--- config.mk ---
export PLATFORM = sky130hd
export DESIGN_NAME = jt6295_rom_sched
export DESIGN_NICKNAME = d
export VERILOG_FILES = /design/src/rtl/jt6295_rom_sched.sv
export SDC_FILE = /design/constraint.sdc
export NUM_CORES = 1
export LEC_CHECK = 0
export CAP_MARGIN = 10
export CORE_MARGIN = 4
export CORE_UTILIZATION = 46
export CTS_CLUSTER_SIZE = 16
export DETAILED_ROUTE_END_ITERATION = 10
export GPL_TIMING_DRIVEN = 0
export PLACE_DENSITY = 0.72
export SLEW_MARGIN = 20
export SYNTH_ARGS = -nofsm -noshare
export SYNTH_HDL_FRONTEND = slang
export SYNTH_SLANG_ARGS = --single-unit
--- constraint.sdc ---
create_clock -name i_clk -period 2.82 [get_ports i_clk]
set_clock_uncertainty 0.1 [all_clocks]
set_input_delay 0.423 -clock i_clk [delete_from_list [all_inputs] [get_ports i_clk]]
set_output_delay 0.423 -clock i_clk [all_outputs]
set_load 0.005 [all_outputs]
--- src/rtl/jt6295_rom_sched.sv ---
// jt6295_rom_sched: round-robin sharing of one sample ROM port between ctrl and four ADPCM channels
// Ctrl always wins; channels rotate from r_rr. Data is accepted after OKDLY+1 stable rom_ok samples.
module jt6295_rom_sched #(
    parameter int AW    = 18,
    parameter int OKDLY = 3,
    parameter int TOUT  = 255
) (
    input  logic            i_clk,
    input  logic            i_rst_n,
    input  logic            i_ctrl_cs,
    input  logic [AW-1:0]   i_ctrl_addr,
    output logic [7:0]      o_ctrl_dout,
    output logic            o_ctrl_ok,
    input  logic [3:0]      i_ch_cs,
    input  logic [4*AW-1:0] i_ch_addr,
    output logic [31:0]     o_ch_dout,
    output logic [3:0]      o_ch_ok,
    output logic [AW-1:0]   o_rom_addr,
    output logic            o_rom_cs,
    input  logic [7:0]      i_rom_data,
    input  logic            i_rom_ok,
    output logic            o_busy,
    output logic            o_tout_err
);
    typedef enum logic {IDLE, WAIT} state_t;
    localparam int GW = OKDLY > 0 ? $clog2(OKDLY + 1) : 1;

    state_t        r_state, w_next;
    logic [1:0]    r_rr;
    logic [2:0]    r_win;
    logic [AW-1:0] r_addr;
    logic [GW-1:0] r_gcnt;
    logic [7:0]    r_tcnt;
    logic [4:0]    r_ok;
    logic [AW-1:0] r_last [5];
    logic [7:0]    r_dout [5];
    logic          r_tout_err;

    logic [4:0]    w_cs, w_elig;
    logic [AW-1:0] w_addr [5];
    logic [2:0]    w_sel;
    logic          w_grant, w_cap, w_tout, w_done, w_hit;

    // requester index 4 is ctrl, 0..3 are channels
    for (genvar n = 0; n < 4; n++) begin : g_ch
        assign w_cs[n]              = i_ch_cs[n];
        assign w_addr[n]            = i_ch_addr[AW*n +: AW];
        assign o_ch_dout[8*n +: 8]  = r_dout[n];
    end
    assign w_cs[4]   = i_ctrl_cs;
    assign w_addr[4] = i_ctrl_addr;

    // a held hit (ok with unchanged address) is never fetched again
    for (genvar n = 0; n < 5; n++) begin : g_elig
        assign w_elig[n] = w_cs[n] && !(r_ok[n] && w_addr[n] == r_last[n]);
    end

    always_comb begin
        w_sel = 3'd4;
        if (!w_elig[4])
            for (int k = 3; k >= 0; k--)
                if (w_elig[r_rr + 2'(k)]) w_sel = {1'b0, r_rr + 2'(k)};
    end

    assign w_grant = r_state == IDLE && |w_elig;
    assign w_cap   = r_state == WAIT && i_rom_ok && r_gcnt == GW'(OKDLY);
    assign w_tout  = r_state == WAIT && !w_cap && r_tcnt == 8'(TOUT);
    assign w_done  = w_cap || w_tout;
    assign w_hit   = w_cs[r_win] && w_addr[r_win] == r_addr;

    always_comb begin
        w_next = r_state;
        if (w_grant) w_next = WAIT;
        if (w_done)  w_next = IDLE;
    end

    always_ff @(posedge i_clk or negedge i_rst_n) begin
        if (!i_rst_n) begin
            r_state    <= IDLE;
            r_rr       <= '0;
            r_win      <= '0;
            r_addr     <= '0;
            r_gcnt     <= '0;
            r_tcnt     <= '0;
            r_ok       <= '0;
            r_tout_err <= 1'b0;
            for (int n = 0; n < 5; n++) begin
                r_last[n] <= '0;
                r_dout[n] <= '0;
            end
        end else begin
            r_state    <= w_next;
            r_tout_err <= w_tout;
            if (w_grant) begin
                r_addr <= w_addr[w_sel];
                r_win  <= w_sel;
                r_gcnt <= '0;
                r_tcnt <= '0;
            end else if (r_state == WAIT) begin
                r_tcnt <= r_tcnt + 8'd1;
                r_gcnt <= !i_rom_ok ? '0 : r_gcnt == GW'(OKDLY) ? r_gcnt : r_gcnt + 1'b1;
            end
            if (w_done && !r_win[2]) r_rr <= r_win[1:0] + 2'd1;
            for (int n = 0; n < 5; n++) begin
                if (w_done && r_win == 3'(n)) begin
                    if (w_hit || w_tout) r_dout[n] <= w_cap ? i_rom_data : 8'h00;
                    if (w_hit) r_last[n] <= r_addr;
                    r_ok[n] <= w_hit;
                end else if ((w_grant && w_sel == 3'(n)) || !w_cs[n] || w_addr[n] != r_last[n]) begin
                    r_ok[n] <= 1'b0;
                end
            end
        end
    end

    assign o_busy      = r_state == WAIT;
    assign o_rom_cs    = o_busy;
    assign o_rom_addr  = r_addr;
    assign o_ctrl_dout = r_dout[4];
    assign o_ctrl_ok   = r_ok[4];
    assign o_ch_ok     = r_ok[3:0];
    assign o_tout_err  = r_tout_err;
endmodule

* After elaboration in Yosys (flattened, before gate mapping)
Cells that the tools add are included.
** Cells by class
- Bitwise operators :: 3
- Add/subtract/negate cells :: 6
- Order comparisons :: 7
- Mux-type cells :: 40
- Reduce and logical (&&, ||, !) cells :: 72
- Eq/ne operators :: 22
** Operators with widths (number)
- $bmux W18 S3 :: 2
- $eq A18 B18 Y1 :: 6
- $ne A18 B18 Y1 :: 5
- $mux W18 :: 4
- $logic_and A1 B1 Y1 :: 27
- $mux W8 :: 3
- $reduce_and A2 Y1 :: 11
- $mux W1 :: 17
- $lt A2 B4 Y1 const B :: 4
- $mux W3 :: 5
- $reduce_bool A2 Y1 :: 7
- $eq A3 B2 Y1 const B :: 4
- $logic_not A1 Y1 :: 12
- $logic_or A1 B1 Y1 :: 12
- $add A8 B1 Y8 const B :: 1
- $bmux W1 S2 :: 4
- $eq A8 B8 Y1 const B :: 1
- $ge A4 B4 Y1 const B :: 2
- $mux W2 :: 4
- $not A3 Y4 :: 2
- $add A2 B1 Y2 const B :: 3
- $eq A3 B1 Y1 const B :: 2
- $eq A3 B3 Y1 const B :: 2
- $logic_not A3 Y1 :: 2
- 7 further kinds :: 8
** Storage, ports and cells
- Input port bits :: 106
- Register bits :: 170

* Logic depth before layout (Yosys ltp)
Gate-level depths: netlist of the first run.
- Depth in word-level cells :: 17
- Mapped depth :: 12
- Gate-level depth less buffers :: 8

* Least setup slack after synthesis of the first run
OpenSTA, ideal clock, no wires.
- Kind :: reg-to-reg
- From :: register r_win[1]
- To :: register r_last[51] (netlist name)
- Data arrival time :: 2851 ps
- Buffers on the path :: 4
- Path slack :: -259 ps
- Stages on the path, launching flop included :: 13
- Path through :: dfrtp_1 buf_6 nor3b_2 buf_2 a22oi_1 xnor2_1 nor4_1 nand2_1 nor3_2 and3_1 buf_4 buf_8 mux2_1
** On the way
- Cells in the longest elaborated chain, start to end :: 7
- Elaborated cells on any way between the ends :: 11
** Ends and longest elaborated chain
- start: declaration :: RTL line 30 : logic [2:0] r_win;
- start signal: assignment :: RTL line 96 : r_win <= w_sel;
- $not A3 Y4 (implied by the code) :: RTL line 69 : assign w_hit = w_cs[r_win] && w_addr[r_win] == r_addr;
- $bmux W18 S3 :: RTL line 69
- $mux W18 (implied by the code) (2 in a row) :: RTL line 69
- $eq A18 B18 Y1 :: RTL line 69
- $logic_and A1 B1 Y1 :: RTL line 69
- $reduce_and A2 Y1 (no source line) *
- end signal: indexed assignment :: RTL line 107 : if (w_hit) r_last[n] <= r_addr;
- end: declaration :: RTL line 35 : logic [AW-1:0] r_last [5];
Mark *: on every way between the ends. The rest lies on a longest branch, timed or not. The select of a mux whose other input is x is not followed.
A chain may end at the register's enable or synchronous reset.

* Final worst setup path of the first run
- From :: register r_win[1]
- To :: register r_last[86] (netlist name)
Same word-level chain as after synthesis.

==> flow_metrics.tcl, run 1 <==
set metrics [dict create \
    rrSetupSlack_ns -0.64 \
    status "finished with violations" \
    clockRootBuffer "clkbuf_16" \
    htreeDepth 4 \
    routed_via_density 6.086 \
    gp_congestion 0.9548 \
    initial_utilization 0.4693 \
    cts_buffer_depth 2 \
    fin_tns_setup_ns -77.75 \
    first_pass_iters 7 \
    drive_gt1_frac 0.2505 \
    critPathLaunchType "register" \
    drcViolationCount 0 \
    multi_input_area_um2 4999 \
    arrival_ns 3.67 \
    timing.hold.ws_ns 0.3215 \
    finalMaxSlewViolations 0 \
    max_stage_delay_ns 0.52 \
    hold_path_class "input port to register" \
    die_area_um2 22310 \
    die_h_um 149.4 \
    critPathMaxFanout 10 \
    place_hpwl_um 22110 \
    clkTransAtPathRegs_ns 0.07 \
    cts_tree "built" \
    slew_headroom 0.4590 \
    syn_inst 745 \
    fin_total_pwr_mw 8.687 \
    ys_top_cells_by_area "dfrtp_1 46%, xnor2_1 9.1%, mux2_2 6.9%" \
    io_pins 172 \
    buffer_ports.inserted 171 \
    required_ns 3.03 \
    grt_pass1_vias 7588 \
    wirelength_um 32210 \
    max_freq_mhz 289.1 \
    cp_slowest_cell "mux4_2" \
    crit_family "simple AND/OR/NAND/NOR gates" \
    ant_nets 0 \
    netlist_area_um2 9194 \
    syn_nets 857 \
    placeableCoreArea_um2 19590 \
    power.density_nw_per_um2 678.1 \
    die_x_um 149.4 \
    wl_per_cell_um 25.91 \
    areaGrowthSynthToFinish_pct 39.34 \
    diodes 0 \
    clk_latency_ns 0.43 \
    place_ws_ns -1.673 \
    min_period_ns 3.459 \
    p_leak_nw 5.636 \
    max-vdd-ir-drop_v 0.0004688 \
    syn_avg_cell_area_um2 12.34 \
    rows 51 \
    hold_end "o_rom_addr[9]" \
    ys_ff_latch 170 \
    antenna_found_initial 0 \
    regArea_um2 4257 \
    finalHoldViolCount 0 \
    path_cells "buf_12 > mux4_2 > a22oi_2 > xnor2_2 > nor4_2 > nand4_1 > nor3_4 > nor2b_1 > buf_6 > buf_8 > mux2_1" \
    setup_ws_ns -0.6394 \
    cp_num_buf_inv 3 \
    drt-initial-drc-count 878 \
    synth_top_cell_by_area "dfrtp_1" \
    synthFlopType "dfrtp_1" \
    hp-start "i_ch_addr[9]" \
    period_share 1.227 \
    finalNetCount 1078 \
    grt_start_max_net_pins 88 \
    dp_cells 1182 \
    vias 7565 \
    grt_pass1_wl_um 47750 \
    yosysWarnings 0 \
    rr_worst_depth 11 \
    cts_made_buffers 17 \
    rsz0062_at_grt "true" \
    fillers 1456 \
    synth_cell_types 50 \
    grt_overflow_total 0 \
    tightest_slew_ns 0.8115 \
    synth_top_area_frac 0.4627 \
    regToRegEndpoint "r_last[86]" \
    hold_depth 3 \
    synth_edf_count 0 \
    cap_violations 0 \
    stdcell_count 1243 \
    ys_async_sr_fraction 1.000 \
    worstSetupEndpointType "register" \
    violations "negative setup slack" \
    setup_viol 161 \
    synth.yosys.seq_area_share 0.4627 \
    crit_type "register to register" \
    grt_usage 0.2908 \
    clkSinkCount 170 \
    timing.rr.start "r_win[1]" \
]
[routing by layer]
| metal | part of all wire | GRT usage |
|---|---|---|
| met5 | 0 | 0 |
| met2 | 0.46 | 0.4396 |
| met3 | 0.098 | 0.07050 |
| met4 | 0.037 | 0.1108 |
| met1 | 0.41 | 0.4078 |
[metrics by stage]
stage                     cell area, um2    util
final                              12810  0.6540
after global routing               12810  0.6540
after CTS                          12750  0.6510
after detailed placement           11320  0.5781
after global placement             11290  0.5764
after floorplan                     9249       -
[tightest hold or removal path: stages]
cell and delay, ns:
dlymetal6s2s_1 0.15, mux2i_1 0.10, o221ai_1 0.14
[what timing repair did]
item | in CTS | in global routing
resized for setup | 134 | 27
pin swaps | 36 | 28
buffers inserted | 27 | 3
endpoints found under the setup margin | 161 | 162
endpoints found under the hold margin | 83 | 0
cloned | 5 | 0
hold buffers | 1 | 0
[synth_stat cells (10+ instances only)]
cell type and instances:
a22o_1 33, nor2_1 14, a22oi_1 35, and2_1 11
nand3_1 14, mux2_1 16, nand4_1 24, inv_1 10
clkbuf_1 14, mux4_2 19, o21ai_0 12, dfrtp_1 170
mux2_4 18, o221ai_1 21, xor2_1 15, mux2i_1 45
mux2_2 56, xnor2_1 95, nand2_1 41
[cell type report]
cell class                 count  share of cell area
buffer                        37             0.03536
clock buffer                  21             0.03516
clock inverter                10             0.01123
inverter                      10            0.002930
multi-input combinational    526              0.3902
sequential                   170              0.3323
tap                          265             0.02588
timing repair buffer         204              0.1670
[kinds of logic after synthesis]
kind of cell | Yosys count | share of synthesized area
xor+xnor | 110 | 0.1048
flops | 170 | 0.4627
fa+ha+maj | 6 | 0.008165
buf+inv | 49 | 0.03171
mux | 154 | 0.2131
compound gates | 125 | 0.1047
simple gates | 131 | 0.07485
[how the worst max path moves through the flow]
stage	cells after the start	endpoint	slack (ns)	startpoint
6_report	11	r_last[86]	-0.64	r_win[1]
5_1_grt	11	r_last[85]	-0.74	r_win[1]
4_1_cts	11	r_last[65]	-0.60	r_win[1]
3_5_place_dp	11	o_rom_addr[12]	-1.67	i_ch_addr[41]
3_3_place_gp	1	r_win[1]	-6.53	i_rst_n
2_1_floorplan	11	r_last[79]	-0.13	r_win[1]
[flip-flops by register name, summed over array words and instances, names as in the netlist]
name,count
r_tcnt,8
r_ok,5
r_win,3
r_last,90
o_ch_dout,32
r_rr,2
r_gcnt,2
o_ctrl_dout,8
o_tout_err,1
o_rom_addr,18
o_busy,1
[power by group]
part | internal, mW | total (mW) | switching [mW]
Clock | 1.42 | 2.42 | 1.01
Sequential | 2.66 | 3.12 | 0.462
Combinational | 1.58 | 3.14 | 1.56
Total | 5.66 | 8.69 | 3.03
[cell usage in the layout, fill, tap and decap left out, types with 12 or more instances in the layout]
cell             synthesis  final
clkbuf_16                0     17
xor2_1                  15     15
buf_6                    6     16
mux2_1                  16     12
o221ai_1                21     19
clkdlybuf4s50_1          0    149
a22oi_1                 35     33
mux2_4                  18     34
mux2_2                  56     44
a22o_1                  33     33
mux2i_1                 45     40
nand3_1                 14     12
nand4_1                 24     24
buf_4                    8     15
xnor2_1                 95     83
nand2_1                 41     37
nor2_1                  14     13
dlygate4sd2_1            0     17
xnor2_2                  0     12
buf_12                   0     16
mux4_2                  19     19
dfrtp_1                170    168
No activity file was read; power rests on OpenSTA's default activity.
==> run 2, diff against run 1 <==
--- a/config.mk
+++ b/config.mk
@@ -5,13 +5,16 @@
 export SDC_FILE = /design/constraint.sdc
 export NUM_CORES = 1
 export LEC_CHECK = 0
+export ABC_CLOCK_PERIOD_IN_PS = 2820
 export CAP_MARGIN = 10
+export CORE_ASPECT_RATIO = 2
 export CORE_MARGIN = 4
 export CORE_UTILIZATION = 46
 export CTS_CLUSTER_SIZE = 16
 export DETAILED_ROUTE_END_ITERATION = 10
 export GPL_TIMING_DRIVEN = 0
 export PLACE_DENSITY = 0.72
+export SKIP_CTS_REPAIR_TIMING = 1
 export SLEW_MARGIN = 20
 export SYNTH_ARGS = -nofsm -noshare
 export SYNTH_HDL_FRONTEND = slang
==> run 2 against run 1 <==
Net effect: the run still ends with negative setup slack left; sequential cell count stayed put; worst setup slack got worse by 0.031 ns; power rose by 0.88%; count of clock-buffer cells in the layout shrank 2; sequential share of layout area down 1.4 points; utilization up 3.1 points; combinational power up 3%; largest cell class unchanged; largest power group unchanged.
==> flow_metrics.tcl, run 2 (synthesis results as in run 1) <==
set metrics [dict create \
    setup_viol 157 \
    slew_headroom 0.4812 \
    max_stage_delay_ns 0.53 \
    max-vdd-ir-drop_v 0.0003826 \
    place_hpwl_um 23890 \
    crit_type "register to register" \
    rr_worst_depth 12 \
    max_freq_mhz 286.5 \
    status "finished with violations" \
    hold_end "o_rom_addr[14]" \
    die_h_um 207.9 \
    timing.rr.start "r_win[1]" \
    regToRegEndpoint "r_last[47]" \
    tightest_slew_ns 0.7782 \
    cp_slowest_cell "mux4_2" \
    clockRootBuffer "clkbuf_16" \
    die_area_um2 22450 \
    grt_pass1_vias 7995 \
    gp_congestion 0.9816 \
    finalHoldViolCount 0 \
    wl_per_cell_um 27.35 \
    vias 7702 \
    grt_usage 0.2888 \
    final_cell_area_um2 13390 \
    areaGrowthSynthToFinish_pct 45.60 \
    setup_ws_ns -0.6702 \
    grt_start_max_net_pins 94 \
    htreeDepth 4 \
    io_pins 172 \
    place_ws_ns -1.759 \
    period_share 1.238 \
    worstSetupEndpointType "register" \
    clk_latency_ns 0.43 \
    grt_pass1_wl_um 47640 \
    cp_num_buf_inv 4 \
    finalNetCount 1102 \
    cts_made_buffers 17 \
    stdcell_count 1262 \
    die_x_um 108.0 \
    rsz0062_at_grt "true" \
    diodes 0 \
    routed_via_density 6.103 \
    power_switching_mw 3.023 \
    critPathLaunchType "register" \
    drive_gt1_frac 0.2851 \
    drt-initial-drc-count 570 \
    seqPwrFrac 0.357 \
    swShare 0.3449 \
    final_common_cell "dfrtp_1" \
    hold_depth 3 \
    first_pass_iters 6 \
    crit_cells 12 \
    hp-start "i_ch_addr[14]" \
    placeableCoreArea_um2 19550 \
    ant_nets 0 \
    rrSetupSlack_ns -0.67 \
    critPathMaxFanout 10 \
    largest-register "r_last" \
    place_area_um2 11320 \
    buffer_ports.inserted 171 \
    power.density_nw_per_um2 654.7 \
    clkTransAtPathRegs_ns 0.06 \
    p_int_mw 5.741 \
    crit_family "simple AND/OR/NAND/NOR gates" \
    clkSinkCount 170 \
    drcViolationCount 0 \
    p_leak_nw 5.960 \
    mostFrequentLayoutCells "168 x dfrtp_1, 153 x clkdlybuf4s50_1, 82 x mux2_4" \
    required_ns 3.04 \
    path_cells "buf_4 > buf_12 > mux4_2 > a22oi_1 > xnor2_1 > nor4_1 > nand2_1 > nor3_4 > and3_1 > buf_6 > buf_12 > mux2_4" \
    min_period_ns 3.490 \
    arrival_ns 3.71 \
    grt_overflow_total 0 \
    crit_top_cell "buf_12" \
    cap_violations 0 \
    antenna_found_initial 0 \
    cts_tree "built" \
    initial_utilization 0.4703 \
    rows 72 \
    largest_reg_flops 90 \
    cts_buffer_depth 2 \
    violations "negative setup slack" \
    fin_total_pwr_mw 8.764 \
    wirelength_um 34510 \
    clkPwrFrac 0.274 \
    pwr-share-comb 0.369 \
    finalMaxSlewViolations 0 \
    hold_path_class "input port to register" \
    dp_cells 1176 \
]
==> run 2: cell count changes in the layout (fill, tap and decap cells not counted), sizes merged <==
cell           previous run  this run
buf                      59        79
clkbuf                   32        34
clkdlybuf4s50           149       153
clkinv                    3         7
dlygate4sd2              17         0
dlymetal6s2s              4        17
inv                      11        10
==> run 2: layer usage <==
layer	vias up	part of all wire	GRT usage
li1	3257	-	-
met1	3813	0.33	0.3071
met5	-	0	0
met2	480	0.50	0.4873
met4	0	0.095	0.2175
met3	152	0.078	0.06390
==> run 2: worst max path at each step <==
stage / end / slack, ns / startpoint
4_1_cts: o_rom_addr[13] / -1.31 / i_ch_addr[50]
3_3_place_gp: r_win[1] / -6.59 / i_rst_n
5_1_grt: r_last[47] / -0.72 / r_win[1]
3_5_place_dp: o_rom_addr[13] / -1.76 / i_ch_addr[50]
2_1_floorplan: r_last[79] / -0.13 / r_win[1]
6_report: r_last[47] / -0.67 / r_win[1]
==> run 2: cell type report <==
type	count	area (um2)
fillers	1376	6162
multi-input cells	526	5215
flip-flops and latches	170	4257
repair buffers	228	2461
plain buffers	37	498.0
clock buffers	19	442.9
well taps	259	324.1
clock inverters	13	151.4
inverters	10	37.54
==> run 2: power by group through the flow <==
stage | combinational (mW) | clock [mW] | sequential (mW)
final | 3.23 | 2.40 | 3.13
after global routing | 3.41 | 2.53 | 3.17
after CTS | 2.66 | 2.42 | 3.10
after detailed placement | 2.65 | 0 | 3.14
after global placement | 2.63 | 0 | 3.13
after floorplan | 1.59 | 0 | 3.01
==> run 2: tightest hold or removal path, cell delays in order <==
cell            delay [ns]
dlymetal6s2s_1        0.16
mux2i_1               0.10
o221ai_1              0.15
==> run 2: stage by stage <==
stage                     utilization   TNS, ns  hold slack, ns
final                          0.6848    -76.77          0.3370
after global routing           0.6848    -86.78          0.3497
after CTS                      0.6094   -152.51         -0.1188
after detailed placement       0.5790   -166.39          0.3450
after global placement         0.5773  -1176.25          0.3675
after floorplan                     -    -6.345         0.02741
==> run 3, diff against run 2 <==
--- a/config.mk
+++ b/config.mk
@@ -14,6 +14,7 @@
 export DETAILED_ROUTE_END_ITERATION = 10
 export GPL_TIMING_DRIVEN = 0
 export PLACE_DENSITY = 0.72
+export RECOVER_POWER = 100
 export SKIP_CTS_REPAIR_TIMING = 1
 export SLEW_MARGIN = 20
 export SYNTH_ARGS = -nofsm -noshare
==> run 3 against run 2 <==
Net effect: count of clock-buffer cells in the layout unchanged; die area is the same; the flow finishes with violations (max-capacitance violations, max-slew violations, negative setup slack); utilization shrank 0.090 points; combinational power shrank 1%; register-to-register slack barely moved; maximum frequency increased by 0.39%; worst hold slack worse by 0.013 ns; non-clock buffer count stayed put; routed wire length grew 0.12%; sequential power about the same; design area down 0.13%; clock power barely moved.
==> flow_metrics.tcl, run 3 (synthesis results as in run 1) <==
set metrics [dict create \
    timing.rr.start "r_win[1]" \
    fin_util 0.6839 \
    cap_violations 1 \
    grt_start_max_net_pins 94 \
    final_common_cell "dfrtp_1" \
    hold_path_class "input port to register" \
    first_pass_iters 5 \
    diodes 0 \
    finalNetCount 1102 \
    status "finished with violations" \
    initial_utilization 0.4703 \
    arrival_ns 3.70 \
    die_area_um2 22450 \
    p_leak_nw 6.128 \
    areaGrowthSynthToFinish_pct 45.41 \
    rr_worst_depth 11 \
    drt-initial-drc-count 572 \
    grt_pass1_vias 7995 \
    hold_depth 3 \
    setup_ws_ns -0.6566 \
    min_period_ns 3.477 \
    clockRootBuffer "clkbuf_16" \
    period_share 1.233 \
    routed_via_density 6.107 \
    regToRegEndpoint "r_last[47]" \
    clk_latency_ns 0.44 \
    finalHoldViolCount 0 \
    htreeDepth 4 \
    critPathLaunchType "register" \
    placeableCoreArea_um2 19550 \
    slew_headroom -0.3481 \
    grt_pass1_wl_um 47640 \
    crit_type "register to register" \
    fillers 1379 \
    clkTransAtPathRegs_ns 0.06 \
    path_cells "buf_4 > buf_12 > mux4_2 > a22oi_2 > xor2_1 > nand4_1 > nor3_4 > and3_1 > buf_6 > buf_12 > mux2_4" \
    die_h_um 207.9 \
    fin_tns_setup_ns -75.06 \
    wirelength_um 34550 \
    crit_path_start "r_win[1]" \
    die_x_um 108.0 \
    stdcell_count 1262 \
    vias 7707 \
    rows 72 \
    largest-register "r_last" \
    worstSetupEndpointType "register" \
    regArea_um2 4257 \
    io_pins 172 \
    ant_nets 0 \
    cp_num_buf_inv 4 \
    max-vdd-ir-drop_v 0.0003823 \
    dp_cells 1176 \
    critPathMaxFanout 10 \
    hold_end "o_rom_addr[9]" \
    clkSinkCount 170 \
    setup_viol 156 \
    cp_slowest_cell "mux4_2" \
    place_hpwl_um 23890 \
    antenna_found_initial 0 \
    grt_overflow_total 0 \
    crit_family "simple AND/OR/NAND/NOR gates" \
    multi_input_area_um2 5215 \
    tightest_slew_ns 2.022 \
    wl_per_cell_um 27.38 \
    max_stage_delay_ns 0.52 \
    finalMaxSlewViolations 78 \
    buffer_ports.inserted 171 \
    required_ns 3.04 \
    max_freq_mhz 287.6 \
    grt_usage 0.2888 \
    mostFrequentLayoutCells "168 x dfrtp_1, 94 x clkdlybuf4s50_1, 82 x mux2_4" \
    crit_top_cell "buf_12" \
    rrSetupSlack_ns -0.66 \
    cts_buffer_depth 2 \
    largest_reg_flops 90 \
    gp_congestion 0.9816 \
    cts_made_buffers 17 \
    fin_total_pwr_mw 8.735 \
    rsz0062_at_grt "true" \
    drcViolationCount 0 \
    hp-start "i_ch_addr[9]" \
    cts_tree "built" \
    power.density_nw_per_um2 653.4 \
    drive_gt1_frac 0.2851 \
    violations "max-capacitance violations, max-slew violations, negative setup slack" \
]
run 3: cell types whose count changed in the layout (fill, tap and decap cells not counted), sizes merged:
cell	delta
dlygate4sd3	+59
clkdlybuf4s50	-59
clkbuf	+2
buf	-2
run 3: layer usage:
| metal | share of wire | vias up | GRT usage |
|---|---|---|---|
| met5 | 0 | - | 0 |
| met4 | 0.098 | 0 | 0.2175 |
| met3 | 0.076 | 150 | 0.06390 |
| met2 | 0.50 | 466 | 0.4873 |
| met1 | 0.33 | 3832 | 0.3071 |
| li1 | - | 3259 | - |
run 3: worst reg2reg max path, stage by stage (launching register included):
cell and delay (ns):
dfrtp_2 0.42, buf_4 0.14, buf_12 0.16, mux4_2 0.53
a22oi_2 0.14, xor2_1 0.37, nand4_1 0.26, nor3_4 0.36
and3_1 0.23, buf_6 0.16, buf_12 0.18, mux2_4 0.32
run 3: worst max-delay path by stage:
stage                endpoint  cells after the start  slack, ns
2_1_floorplan      r_last[79]                     11      -0.13
3_3_place_gp         r_win[1]                      1      -6.59
3_5_place_dp   o_rom_addr[13]                     11      -1.76
4_1_cts        o_rom_addr[13]                     11      -1.31
5_1_grt            r_last[47]                     12      -0.72
6_report           r_last[47]                     11      -0.66
run 3: area by class of cell:
| class | count | share of cell area |
|---|---|---|
| Tap cell | 259 | 0.02424 |
| Multi-Input combinational cell | 526 | 0.3901 |
| Timing Repair Buffer | 228 | 0.1828 |
| Clock inverter | 13 | 0.01132 |
| Clock buffer | 19 | 0.03313 |
| Buffer | 37 | 0.03725 |
| Sequential cell | 170 | 0.3184 |
| Inverter | 10 | 0.002808 |
run 3: per-stage QoR:
| step | setup slack (ns) | hold slack (ns) | instance area (um2) |
|---|---|---|---|
| finish | -0.6566 | 0.3244 | 13370 |
| global route | -0.7175 | 0.3497 | 13370 |
| CTS | -1.309 | -0.1188 | 11910 |
| detailed placement | -1.759 | 0.3450 | 11320 |
| global placement | -6.590 | 0.3675 | 11280 |
| floorplan | -0.1276 | 0.02741 | 9249 |
run 3: power breakdown:
group / switching (mW) / total (mW) / internal [mW]
registers: 0.472 / 3.13 / 2.66
logic: 1.55 / 3.19 / 1.64
clock network: 1.00 / 2.41 / 1.41
total: 3.03 / 8.74 / 5.71
